### src/rtl/memory_region_controller.sv
// Single-master bus decoder into REGION_COUNT address windows.
// One transaction in flight; per-region wait states and write protection.
module memory_region_controller #(
    parameter int WIDTH_DATA   = 16,
    parameter int WIDTH_ADDR   = 20,
    parameter int REGION_COUNT = 4,
    parameter logic [REGION_COUNT*WIDTH_ADDR-1:0] REGION_BASE =
        {20'hF_0000, 20'hC_0000, 20'hA_0000, 20'h0_0000},
    parameter logic [REGION_COUNT*WIDTH_ADDR-1:0] REGION_END =
        {20'hF_FFFF, 20'hC_7FFF, 20'hB_FFFF, 20'h9_FFFF},
    parameter logic [REGION_COUNT-1:0] REGION_READONLY = 4'b1100,
    parameter logic [REGION_COUNT*4-1:0] REGION_WAIT =
        {4'd2, 4'd2, 4'd1, 4'd0}
) (
    input  logic                             clock,
    input  logic                             reset,
    input  logic                             req_valid,
    output logic                             req_ready,
    input  logic                             req_write,
    input  logic [WIDTH_ADDR-1:0]            req_address,
    input  logic [WIDTH_DATA-1:0]            req_write_data,
    output logic                             resp_valid,
    output logic                             resp_error,
    output logic [WIDTH_DATA-1:0]            resp_data,
    output logic [REGION_COUNT-1:0]          region_enable,
    output logic                             region_write,
    output logic [WIDTH_ADDR-1:0]            region_address,
    output logic [WIDTH_DATA-1:0]            region_write_data,
    input  logic [REGION_COUNT*WIDTH_DATA-1:0] region_read_data
);

    localparam int IDX_W = (REGION_COUNT > 1) ? $clog2(REGION_COUNT) : 1;

    typedef enum logic [1:0] {
        IDLE,
        ACCESS,
        DATA,
        RESPOND
    } state_t;

    state_t state;
    state_t next_state;

    logic                    accept;
    logic                    hit;
    logic [IDX_W-1:0]        hit_idx;
    logic [WIDTH_ADDR-1:0]   hit_base;
    logic                    hit_ro;
    logic [3:0]              hit_wait;

    logic                    lat_write;
    logic [IDX_W-1:0]        lat_idx;
    logic [3:0]              lat_wait;
    logic [3:0]              wait_cnt;
    logic [WIDTH_DATA-1:0]   rd_sel;

    logic                    ready_d;
    logic                    valid_d;
    logic                    error_d;
    logic [WIDTH_DATA-1:0]   data_d;
    logic [REGION_COUNT-1:0] en_d;
    logic                    wr_d;
    logic [WIDTH_ADDR-1:0]   addr_d;
    logic [WIDTH_DATA-1:0]   wdata_d;

    assign accept = req_valid && req_ready && (state == IDLE);

    // Descending scan so the lowest matching index is the last writer
    always_comb begin
        hit      = 1'b0;
        hit_idx  = '0;
        hit_base = '0;
        hit_ro   = 1'b0;
        hit_wait = '0;
        for (int i = REGION_COUNT - 1; i >= 0; i--) begin
            if (req_address >= REGION_BASE[i*WIDTH_ADDR +: WIDTH_ADDR] &&
                req_address <= REGION_END[i*WIDTH_ADDR +: WIDTH_ADDR]) begin
                hit      = 1'b1;
                hit_idx  = IDX_W'(i);
                hit_base = REGION_BASE[i*WIDTH_ADDR +: WIDTH_ADDR];
                hit_ro   = REGION_READONLY[i];
                hit_wait = REGION_WAIT[i*4 +: 4];
            end
        end
    end

    always_comb begin
        rd_sel = '0;
        for (int i = 0; i < REGION_COUNT; i++) begin
            if (lat_idx == IDX_W'(i)) begin
                rd_sel = region_read_data[i*WIDTH_DATA +: WIDTH_DATA];
            end
        end
    end

    always_ff @(posedge clock) begin
        if (!reset) begin
            state             <= IDLE;
            lat_write         <= 1'b0;
            lat_idx           <= '0;
            lat_wait          <= '0;
            wait_cnt          <= '0;
            req_ready         <= 1'b0;
            resp_valid        <= 1'b0;
            resp_error        <= 1'b0;
            resp_data         <= '0;
            region_enable     <= '0;
            region_write      <= 1'b0;
            region_address    <= '0;
            region_write_data <= '0;
        end else begin
            state             <= next_state;
            req_ready         <= ready_d;
            resp_valid        <= valid_d;
            resp_error        <= error_d;
            resp_data         <= data_d;
            region_enable     <= en_d;
            region_write      <= wr_d;
            region_address    <= addr_d;
            region_write_data <= wdata_d;
            if (accept) begin
                lat_write <= req_write;
                lat_idx   <= hit_idx;
                lat_wait  <= hit_wait;
            end
            if (state == ACCESS) begin
                wait_cnt <= lat_wait;
            end else if (state == DATA && wait_cnt != 4'd0) begin
                wait_cnt <= wait_cnt - 4'd1;
            end
        end
    end

    always_comb begin
        next_state = state;
        case (state)
            IDLE: begin
                if (accept) begin
                    if (!hit || (req_write && hit_ro)) begin
                        next_state = RESPOND;
                    end else begin
                        next_state = ACCESS;
                    end
                end
            end
            ACCESS:  next_state = DATA;
            DATA: begin
                if (wait_cnt == 4'd0) begin
                    next_state = RESPOND;
                end
            end
            RESPOND: next_state = IDLE;
            default: next_state = IDLE;
        endcase
    end

    // Output values for the next cycle, registered above
    always_comb begin
        ready_d = (next_state == IDLE);
        valid_d = (next_state == RESPOND);
        error_d = 1'b0;
        data_d  = '0;
        en_d    = '0;
        wr_d    = 1'b0;
        addr_d  = '0;
        wdata_d = '0;
        if (accept) begin
            if (next_state == RESPOND) begin
                error_d = 1'b1;
            end else begin
                en_d[hit_idx] = 1'b1;
                wr_d          = req_write;
                addr_d        = req_address - hit_base;
                wdata_d       = req_write_data;
            end
        end
        if (state == DATA && wait_cnt == 4'd0 && !lat_write) begin
            data_d = rd_sel;
        end
    end

endmodule

### config.mk
export PLATFORM = sky130hd
export DESIGN_NAME = memory_region_controller
export DESIGN_NICKNAME = d
export VERILOG_FILES = /design/src/rtl/memory_region_controller.sv
export SDC_FILE = /design/constraint.sdc
export NUM_CORES = 1
export LEC_CHECK = 0
export ABC_AREA = 1
export CAP_MARGIN = 20
export CORE_ASPECT_RATIO = 1.25
export CORE_MARGIN = 3
export CORE_UTILIZATION = 34
export CTS_CLUSTER_SIZE = 20
export DETAILED_ROUTE_END_ITERATION = 10
export PLACE_DENSITY = 0.83
export SLEW_MARGIN = 20
export SYNTH_ARGS = -nofsm -noshare
export SYNTH_HDL_FRONTEND = slang
export SYNTH_SLANG_ARGS = --single-unit
### constraint.sdc
create_clock -name clock -period 1.63 [get_ports clock]
set_input_delay 0.163 -clock clock [delete_from_list [all_inputs] [get_ports clock]]
set_output_delay 0.163 -clock clock [all_outputs]
set_load 0.01 [all_outputs]
==> run metrics <==
num ports=164; critical path's slowest cell=clkdlybuf4s50_1; clk root buf=clkbuf_8; initial antenna violation count=0; Cell Area, Placed=4831 sq um; Period minus WS final=1.573 ns; GP Congestion=0.8555; sequential area share after synthesis=49.50%; power density over cell area=1122 nW/um^2; syn_area_per_cell=8.158 sq um; Bufs on Longest Clock Path=2; die width=88.20 microns; Ys Warns=0; CP endpoint kind=flip-flop; die height=108.7 microns; Clk Latency, worst-skew pair=0.35 ns; Hold Path Origin=req_address[3]; simple-gate portion of the synthesized area=21.66%; Tightest Hold Check Type=primary input to flip-flop; # port buffers=163; # diodes=0; DP HPWL=7.185 mm; Worst Slack Setup Final=0.05653 ns; Post-Route WL=9.647 mm; Clock Pin Slew Worst Setup and Hold Paths=0.08 ns; max-slew violations=0; Worst R2R Setup Slack=0.07 ns; DR iter-0 viols=118; Max Fclk=635.5 MHz; largest net degree at the start of global routing=23; post-route ant nets=0; die area=9591 sq um; H-tree level count=3; Total Power=5.895 mW; Setup Skew=0.01035 ns; Pleak=2.268 nW; Hold Crit Endpoint=region_address[3]; TritonRoute pass-1 iters=4; Design Area, Final=5253 sq um; worst flop-to-flop path startpoint=state[1]; Critical Path RT=1.89 ns; post-synthesis register bit count=71; initial cell density of the core=35.81%; Final nets=669; CTS tree=built; routed length per placed instance=14.73 microns; total CTS buffers=9; first-pass GRT wire length=13.54 mm; vias in the first global route=2977; actual slew at the worst max-slew pin=0.5466 ns; largest family of logic cells by synthesized area=simple AND/OR/NAND/NOR gates; reg2reg end=region_write_data[3]; num rows=36; crit path max fanout=3; post-synthesis compound-gate area fraction=12.37%; startpoint type of the worst setup path=primary input; unrepaired setup endpoints after global routing=yes; CP peak stage delay=0.50 ns; commonest cells after routing, fill and taps aside=clkdlybuf4s50_1, dfxtp_1, inv_1, nand2_1, buf_4; CTS Hold Buffers Added=0; Critical Setup Path Class=primary input to flip-flop; fin crit share=96.53%; most common cell after layout, fill and taps aside=clkdlybuf4s50_1; share of post-route cells with drive strength above 1=18.93%; area grow syn2layout=82.92%; via-per-instance ratio=4.624; hold path depth=3; post-synthesis adder-cell area fraction=4.619%; count of final hold-check violations=0; routed vias=3029; XOR/XNOR Fraction of Synth Area=0.6100%; Post-route DRC=0; synth unique cells=32; pre-CTS WS=-0.4046 ns; Mapped Area=2872 sq um; Core ar.=8018 sq um; total grt overflow=0; total of max-cap violations=0; CP cell instances=clkdlybuf4s50_1 -> inv_1 -> a21oi_4 -> inv_1 -> ha_1 -> nand2_1 -> nand2_1 -> a21oi_2 -> nand3b_1 -> nand2_1 -> inv_1 -> nor2_1; Total GRT Usage=18.46%; portion of netlist area occupied by mux cells=0%; clk sinks=71; Setup-failing EPs final=0; max_slew headroom=63.52%; Mapped Cells=352; peak supply drop=871.8 uV; outcome=finished clean; Worst Reg-to-Reg Cells=10; hold slack final=0.3288 ns; crit path DAT=1.83 ns; Synth Net Count=466
[metrics by stage]
stage               std cells  utilization, %  setup TNS (ns)
finish                    655           65.51               0
global route              655           65.51         -0.2030
CTS                       650           63.20               0
detailed placement        633           60.25          -8.926
global placement          633           60.25          -5.488
floorplan                 352               -               0
[registers in the layout (all words and copies together), names as in the netlist, 2 cells and up]
name / count
region_write_data: 16
region_enable: 4
lat_idx: 2
region_address: 20
wait_cnt: 4
resp_data: 16
lat_wait: 2
state: 2
[cells in the mapped netlist]
| library cell | n | area (sq um) |
|---|---|---|
| a211oi_1 | 1 | 7.510 |
| a21oi_1 | 11 | 55.05 |
| a21oi_2 | 1 | 8.760 |
| a221oi_1 | 1 | 8.760 |
| a31oi_1 | 16 | 100.1 |
| buf_1 | 1 | 3.750 |
| buf_4 | 1 | 7.510 |
| buf_6 | 3 | 33.78 |
| buf_8 | 1 | 15.01 |
| clkbuf_1 | 7 | 26.28 |
| dfxtp_1 | 71 | 1421 |
| fa_1 | 1 | 20.02 |
| ha_1 | 9 | 112.6 |
| inv_1 | 62 | 232.7 |
| inv_2 | 1 | 3.750 |
| nand2_1 | 47 | 176.4 |
| nand2_2 | 2 | 12.51 |
| nand2_4 | 1 | 11.26 |
| nand3_1 | 16 | 80.08 |
| nand3_2 | 1 | 10.01 |
| nand3_4 | 2 | 35.03 |
| nand3b_1 | 1 | 7.510 |
| nand4_1 | 1 | 6.260 |
| nor2_1 | 36 | 135.1 |
| nor2_2 | 18 | 112.6 |
| nor3b_1 | 1 | 7.510 |
| nor4_4 | 1 | 21.27 |
| o21ai_0 | 34 | 170.2 |
| o21ai_1 | 1 | 5.000 |
| or2_2 | 1 | 6.260 |
| xnor2_1 | 1 | 8.760 |
| xor2_1 | 1 | 8.760 |
[critical path, delay by kind of cell]
kind	cells	cell delay, ns
fa+ha+maj	1	0.28
buf+inv	4	0.73
compound gates	2	0.30
simple gates	5	0.36
[repair_timing]
item                                    in CTS  in global routing
gates resized for setup                      5                 31
endpoints found under the setup margin      40                 55
buffers inserted                             1                  2
pin swaps                                    1                  7
cloned                                       0                  3
[where the power goes]
part	switching, mW	internal (mW)	leakage [nW]
Sequential	0.0865	1.95	0.576
Clock	0.680	0.872	0.107
Combinational	1.11	1.19	1.58
[metal layers]
| metal | vias to the layer above | share of wire (%) | global-route usage [%] |
|---|---|---|---|
| met5 | - | 0 | 0 |
| li1 | 1509 | - | - |
| met2 | 134 | 54 | 35.19 |
| met4 | 0 | 1.7 | 6.371 |
| met3 | 23 | 9.0 | 6.803 |
| met1 | 1363 | 35 | 17.79 |
[kinds of logic (layout without fill, tap and decap cells)]
group	Yosys count	count (layout)
and+or+nand+nor	128	128
buffers and inverters	76	284
DFF	71	71
AOI/OAI and AO/OA	65	65
adders and majority gates	10	10
xor gates and xnor gates	2	2
[layout make-up]
| cell class | instances | area (sq um) |
|---|---|---|
| clock buffer | 10 | 127.6 |
| clock inverter | 6 | 93.84 |
| fill | 653 | 2765 |
| inverter | 63 | 236.5 |
| multi-input combinational | 205 | 1232 |
| sequential | 71 | 1425 |
| tap | 95 | 118.9 |
| timing repair buffer | 205 | 2018 |
[how the worst max path moves through the flow]
stage / slack [ns] / cells after the start / from / end
after global placement: -0.25 / 12 / req_address[17] / region_address[19]
final: 0.06 / 12 / req_address[16] / region_address[19]
after global routing: -0.03 / 12 / req_address[16] / region_address[19]
after floorplan: 0.07 / 10 / state[0] / region_address[0]
after detailed placement: -0.40 / 12 / req_address[17] / region_address[19]
after CTS: 0.001 / 10 / state[0] / region_address[1]
Power figures use the tool's default switching activity.
